==> src/rtl/ram_init_engine.sv <==
// RAM initializer: sweeps a wrapping address range [base_addr..last_addr] modulo DEPTH,
// writing one word per clock with an identity, constant, reverse or offset pattern.
module ram_init_engine #(
  parameter int unsigned ADDR_W = 8,
  parameter int unsigned DATA_W = 8,
  parameter int unsigned DEPTH  = 256
) (
  input  logic              clk,
  input  logic              reset_n,
  input  logic              start,
  input  logic              abort,
  input  logic [1:0]        mode,
  input  logic [DATA_W-1:0] fill_value,
  input  logic [ADDR_W-1:0] base_addr,
  input  logic [ADDR_W-1:0] last_addr,
  output logic              write_enable,
  output logic [ADDR_W-1:0] address,
  output logic [DATA_W-1:0] ram_in,
  output logic              busy,
  output logic              finished
);

  localparam int unsigned       CMP_W    = ADDR_W + 1;
  localparam logic [CMP_W-1:0]  DEPTH_C  = CMP_W'(DEPTH);
  localparam logic [ADDR_W-1:0] LAST_IDX = ADDR_W'(DEPTH - 1);

  typedef enum logic [1:0] {IDLE, WRITE, DONE} state_t;

  state_t              state, state_d;
  logic [1:0]          mode_q, mode_d;
  logic [DATA_W-1:0]   fill_q, fill_d;
  logic [ADDR_W-1:0]   last_q, last_d;
  logic                we_d, busy_d, fin_d;
  logic [ADDR_W-1:0]   addr_d;
  logic [DATA_W-1:0]   data_d;
  logic                in_range_c;
  logic [ADDR_W-1:0]   next_addr_c;

  // Write data for address a under pattern m; arithmetic is done 32 bits wide then truncated.
  function automatic logic [DATA_W-1:0] pattern(input logic [1:0] m,
                                                input logic [ADDR_W-1:0] a,
                                                input logic [DATA_W-1:0] f);
    logic [31:0]       a32;
    logic [DATA_W-1:0] r;
    a32 = 32'(a);
    case (m)
      2'b00:   r = DATA_W'(a32);
      2'b01:   r = f;
      2'b10:   r = DATA_W'(32'(DEPTH - 1) - a32);
      default: r = DATA_W'(a32 + 32'(f));
    endcase
    return r;
  endfunction

  assign in_range_c  = ({1'b0, base_addr} < DEPTH_C) && ({1'b0, last_addr} < DEPTH_C);
  assign next_addr_c = (address == LAST_IDX) ? '0 : address + ADDR_W'(1);

  // Next-state and next-output logic; the address register doubles as the sweep counter.
  always_comb begin
    state_d = state;
    mode_d  = mode_q;
    fill_d  = fill_q;
    last_d  = last_q;
    we_d    = 1'b0;
    busy_d  = 1'b0;
    fin_d   = 1'b0;
    addr_d  = address;
    data_d  = ram_in;
    case (state)
      IDLE: begin
        if (start && !abort && in_range_c) begin
          state_d = WRITE;
          mode_d  = mode;
          fill_d  = fill_value;
          last_d  = last_addr;
          we_d    = 1'b1;
          busy_d  = 1'b1;
          addr_d  = base_addr;
          data_d  = pattern(mode, base_addr, fill_value);
        end
      end
      WRITE: begin
        if (abort) begin
          state_d = IDLE;
        end else if (address == last_q) begin
          state_d = DONE;
          fin_d   = 1'b1;
        end else begin
          we_d   = 1'b1;
          busy_d = 1'b1;
          addr_d = next_addr_c;
          data_d = pattern(mode_q, next_addr_c, fill_q);
        end
      end
      DONE: begin
        if (start) begin
          fin_d = 1'b1;
        end else begin
          state_d = IDLE;
        end
      end
      default: state_d = IDLE;
    endcase
  end

  always_ff @(posedge clk or negedge reset_n) begin
    if (!reset_n) begin
      state        <= IDLE;
      mode_q       <= '0;
      fill_q       <= '0;
      last_q       <= '0;
      write_enable <= 1'b0;
      address      <= '0;
      ram_in       <= '0;
      busy         <= 1'b0;
      finished     <= 1'b0;
    end else begin
      state        <= state_d;
      mode_q       <= mode_d;
      fill_q       <= fill_d;
      last_q       <= last_d;
      write_enable <= we_d;
      address      <= addr_d;
      ram_in       <= data_d;
      busy         <= busy_d;
      finished     <= fin_d;
    end
  end

endmodule

==> config.mk <==
export PLATFORM = sky130hd
export DESIGN_NAME = ram_init_engine
export DESIGN_NICKNAME = d
export VERILOG_FILES = /design/src/rtl/ram_init_engine.sv
export SDC_FILE = /design/constraint.sdc
export NUM_CORES = 1
export LEC_CHECK = 0
export ABC_AREA = 1
export CORE_MARGIN = 2
export CORE_UTILIZATION = 60
export CTS_CLUSTER_SIZE = 40
export DETAILED_ROUTE_END_ITERATION = 8
export DONT_BUFFER_PORTS = 1
export GPL_ROUTABILITY_DRIVEN = 0
export PLACE_DENSITY = 0.77
export RECOVER_POWER = 25
export SYNTH_ARGS = -nofsm -noshare
export SYNTH_HDL_FRONTEND = slang
export SYNTH_SLANG_ARGS = --single-unit
export TNS_END_PERCENT = 5
==> constraint.sdc <==
create_clock -name clk -period 7.45 [get_ports clk]
set_clock_uncertainty 0.1 [all_clocks]
set_input_delay 0.3725 -clock clk [delete_from_list [all_inputs] [get_ports clk]]
set_output_delay 0.3725 -clock clk [all_outputs]
set_load 0.05 [all_outputs]
Word-level counts from Yosys, hierarchy flattened
Cells that the tools add are included.

Flip-flop bits (word level): 38. Bits of input ports: 30. Output and inout bits: 19.

Add/subtract/negate cells: 5. Equality and inequality tests: 13. Mux-type cells: 24. Reduce and logical (&&, ||, !) cells: 9.

Operators with widths (count): two-way mux 8 bit (7); one-hot mux 8 bit (3 select lines) (2); one-hot mux 8 bit (2 select lines) (2); adder 8 bit (2); subtractor 8 bit, first input constant (2); adder 8 x 1 -> 8 bit, second input constant (1); == test 8 bit (1); == test 8 bit, second input constant (1); two-way mux 2 bit (4); != test 2 bit, second input constant (4); == test 2 x 1 -> 1 bit, second input constant (3); == test 2 bit, second input constant (3); logical NOT 2 bit (3); two-way mux 1 bit (6); one-hot mux 2 bit (3 select lines) (1); one-hot mux 1 bit (2 select lines) (2); AND reduction 4 bit (1); != test 3 bit, second input constant (1); AND reduction 3 bit (1); AND reduction 2 bit (1); nonzero test 2 bit (1); logical AND 1 bit (1); logical NOT 1 bit (1).

Longest topological paths before layout
Word-level depth: 7. Mapped depth: 21.

Least setup slack after synthesis
OpenSTA, ideal clock, no wires.

Kind: register -> register. Start: reg address[0]. End: reg ram_in[6]. Setup time: 66 ps. Data arrival time: 2657 ps. Path slack: 4627 ps. Cell stages (with the launch flop): 22. Buffers on the path: 0. Clock period less this slack: 2823 ps. Cell sequence: dfrtp_1 ha_1 nand2_1 nor2_4 nand2_1 nand2_1 inv_1 ha_1 inv_1 fa_1 inv_1 nand3_1 nand2_1 nand2_1 nand2_1 nand2_1 nand2_1 xnor2_1 nand2_1 nand2_1 nand3_1 nand2_1.

Cells in the longest elaborated chain, start to end: 7. Elaborated cells on any way between the ends: 12. Those cells by class: add/sub (3); eq/ne (3); mux (5); reduce/logical (1).

Ends and longest elaborated chain: start, declared (line 17) `output logic [ADDR_W-1:0] address,`; start signal, assigned (line 123) `address <= addr_d;`; adder 8 x 1 -> 8 bit / == test 8 bit (equally long branches) (line 56) `assign next_addr_c = (address == LAST_IDX) ? '0 : address + ADDR_W'(1);`; two-way mux 8 bit (line 56); adder 8 bit / subtractor 8 bit (equally long branches) (line 50, 49); one-hot mux 8 bit (3 select lines) (line 46) `case (m)`; two-way mux 8 bit (line 85) `end else if (address == last_q) begin`; two-way mux 8 bit (line 83) `if (abort) begin`; one-hot mux 8 bit (2 select lines) (line 69) `case (state)`; end signal, assigned (line 124) `ram_in <= data_d;`; end, declared (line 18) `output logic [DATA_W-1:0] ram_in,`.

Several ways; a longest one is shown, not always the timed one. The select of a mux whose other input is x is not followed. A chain may end at the register's enable or synchronous reset.

Final worst setup path
Start: reg address[1]. End: reg ram_in[5].

The elaborated chain is that of the path after synthesis.

==> impl_metrics.json <==
{
  "rows": 25,
  "total_power_mw": 1.51,
  "num_vias": 2742,
  "post_cts_resized": 0,
  "syn_area_per_cell_sq_um": 7.23,
  "io_pins": 49,
  "regArea_sq_um": 951,
  "fin_cells": 472,
  "htree_num_levels": 2,
  "pre_cts_slack_ps": 4330,
  "syn_inst": 406,
  "worstPathRequired_ps": 7540,
  "antenna_found_initial": 0,
  "ant_nets": 0,
  "end_kind": "flip-flop",
  "fmax_ghz": 0.315,
  "yosys.area_share.xor_xnor_pct": 2.98,
  "finalWorstSetupSlack_ps": 4280,
  "reg2reg_depth": 16,
  "synthAdderAreaFrac_pct": 8.61,
  "drtIter0Drc": 280,
  "post-route-period-util_pct": 42.6,
  "numPortBuffers": 0,
  "synth_mux_area_share_pct": 2.69,
  "grt_pass1_wl_um": 11900,
  "critPathMaxStageDelay_ps": 710,
  "drtPass1Iterations": 4,
  "worstMarginPinSlew_ps": 2000,
  "crit_path_cell_trace": "ha_1 -> nand2_1 -> nor2_4 -> nand2_1 -> nand3_1 -> inv_1 -> ha_1 -> nand2_1 -> inv_1 -> nand2_1 -> nand3_1 -> or2_2 -> nand3_1 -> nand3_1 -> nand3_1 -> nand2_1",
  "place_inst": 463,
  "rsz0062_at_grt": "no",
  "numCtsBuffers": 5,
  "grt_overflow": 0,
  "critPathTopFamily": "simple AND/OR/NAND/NOR gates",
  "synth_top_family_by_area": "simple AND/OR/NAND/NOR gates",
  "violations": "max-capacitance violations, max-slew violations",
  "avgViaCountPerCell": 5.81,
  "n_fill_cell": 411,
  "dieWidth_um": 73.9,
  "clk-insertion-delay-late_ps": 300,
  "power.density_nw_per_um2": 489,
  "hold_violations": 0,
  "worst-path-buf-inv": 2,
  "ys_seq_area_share_pct": 32.4,
  "leakage_nw": 1.57,
  "grt_pass1_vias": 2407,
  "post-route-drc-count": 0,
  "synth_fp_nets": 455,
  "ir_worst_vdd_mv": 0.290,
  "cts_sinks": 38,
  "dp_hpwl_um": 5560,
  "yosys.area_share.simple_pct": 24.6,
  "synth_top_area_share_pct": 32.4,
  "start_util_pct": 62.1,
  "cts_max_path_buffers": 2,
  "post_cts_buffers": 0,
  "r2r-end": "ram_in[5]$_DFFE_PN0P_",
  "synth_cell_types": 40,
  "dieArea_sq_um": 5470,
  "ys_warn_count": 0,
  "drive_gt1_share_pct": 6.42,
  "multi_input_area_sq_um": 1720,
  "nets": 454,
  "cts_hold_buf": 2,
  "diodes": 0,
  "hold_start": "last_addr[5]",
  "syn_area_sq_um": 2940,
  "area_delta_synth_final_pct": 4.94,
  "root_buffer": "clkbuf_8",
  "routed_wl_um": 7440,
  "synth_compound_area_share_pct": 19.6,
  "utilization_pct": 65.2,
  "arrival_ps": 3260,
  "critPathKind": "reg -> reg",
  "tns_ps": 0,
  "synth_area_leader_cell": "dfrtp_1",
  "critPathMaxFanout": 6,
  "setup_viol": 0,
  "min_path_type": "in -> reg",
  "status": "complete, but fails checks",
  "core_sq_um": 4720,
  "min_to": "last_q[5]$_DFFE_PN0P_",
  "grt_usage_pct": 29.0,
  "max_slew_margin_pct": -33.6,
  "start_kind": "flip-flop",
  "min_period_ps": 3170,
  "avgRoutedWirePerCell_um": 15.8,
  "ff2ff_setup_slack_ps": 4280,
  "cp_slowest_cell": "dfrtp_1",
  "ys_ff_latch": 38,
  "finalMaxSlewViolations": 39,
  "cap_violations": 1,
  "hold_path_depth": 1,
  "cts_tree": "yes",
  "grt_start_max_net_pins": 39,
  "clk_pin_slew_ps": 70,
  "die_y_um": 73.9,
  "synth_area_leaders": "dfrtp_1, nand2_1, ha_1, inv_1, o21ai_0",
  "rr_startpoint": "address[1]$_DFFE_PN0P_"
}
==> where the power goes <==
group | internal [mW] | total [mW] | switching, mW
registers | 0.304 | 0.573 | 0.269
clock network | 0.107 | 0.182 | 0.0750
logic | 0.271 | 0.750 | 0.479
total | 0.682 | 1.51 | 0.823
==> registers in the layout, summed over array words and instances (netlist names) <==
signal	flops
address	8
busy	1
fill_q	8
finished	1
last_q	8
mode_q	2
ram_in	8
state	2
==> cell usage in the layout, fill, tap and decap left out, drive strengths merged <==
cell type    count
nand2          116
inv             53
o21ai           40
dfrtp           38
a21oi           29
nand3           29
ha              17
nor2            17
o22ai           10
xor2             7
mux2             7
clkbuf           7
nand4            5
o21bai           4
o211ai           4
a22oi            4
xnor2            3
a21o             2
o2111ai          2
a211oi           2
fa               2
a21boi           1
o221ai           1
or2              1
nor3             1
a31oi            1
bufinv           1
dlygate4sd3      1
==> metal layers <==
metal,wire length (um),GRT usage (%),vias to the layer above,part of all wire (%)
li1,-,-,1359,-
met2,3370,41.0,100,45
met1,3310,43.1,1264,44
met4,216,11.5,0,2.9
met5,0,0,-,0
met3,545,6.50,19,7.3
==> cells in the mapped netlist, drive strengths merged <==
cell type	number
nand2	116
inv	53
o21ai	40
dfrtp	38
a21oi	29
nand3	29
ha	17
nor2	17
o22ai	10
mux2	7
xor2	7
buf	6
nand4	5
a22oi	4
clkbuf	4
o211ai	4
o21bai	4
xnor2	3
a211oi	2
a21o	2
fa	2
o2111ai	2
a21boi	1
a31oi	1
nor3	1
o221ai	1
or2	1
==> worst register-to-register path, delay by kind of cell (launching register included) <==
family        cells  cell delay, ps
simple gates     12            1500
flops             1             710
fa+ha+maj         2             650
buf+inv           2             100
==> cells by family after synthesis <==
group / Yosys count
buffers and inverters: 63
adders and majority gates: 19
muxes: 7
DFF: 38
and+or+nand+nor: 169
AOI/OAI and AO/OA: 100
xor gates and xnor gates: 10
==> worst max path at each step <==
stage	from	depth (start not counted)	slack, ps	to
after floorplan	address[0]$_DFFE_PN0P_	21	4630	ram_in[6]$_DFFE_PN0P_
after global placement	address[1]$_DFFE_PN0P_	16	4390	ram_in[5]$_DFFE_PN0P_
after detailed placement	address[1]$_DFFE_PN0P_	16	4330	ram_in[5]$_DFFE_PN0P_
after CTS	address[1]$_DFFE_PN0P_	16	4320	ram_in[5]$_DFFE_PN0P_
after global routing	address[0]$_DFFE_PN0P_	21	4070	ram_in[6]$_DFFE_PN0P_
final	address[1]$_DFFE_PN0P_	16	4280	ram_in[5]$_DFFE_PN0P_
==> cell type report <==
| cell class | count | share of cell area (%) |
|---|---|---|
| clock buffers | 6 | 2.68 |
| clock inverters | 1 | 0.975 |
| inverters | 53 | 6.54 |
| multi-input cells | 305 | 55.8 |
| flip-flops and latches | 38 | 30.9 |
| well taps | 67 | 2.72 |
| repair buffers | 2 | 0.447 |
==> through the flow <==
step           cell area, sq um  hold slack (ps)
3_5_place_dp               2950            -22.2
2_1_floorplan              2940            -23.1
4_1_cts                    3100              119
3_3_place_gp               2950            -22.1
6_report                   3080              118
5_1_grt                    3080              106
Note: power is estimated with default switching activity, not from simulation.
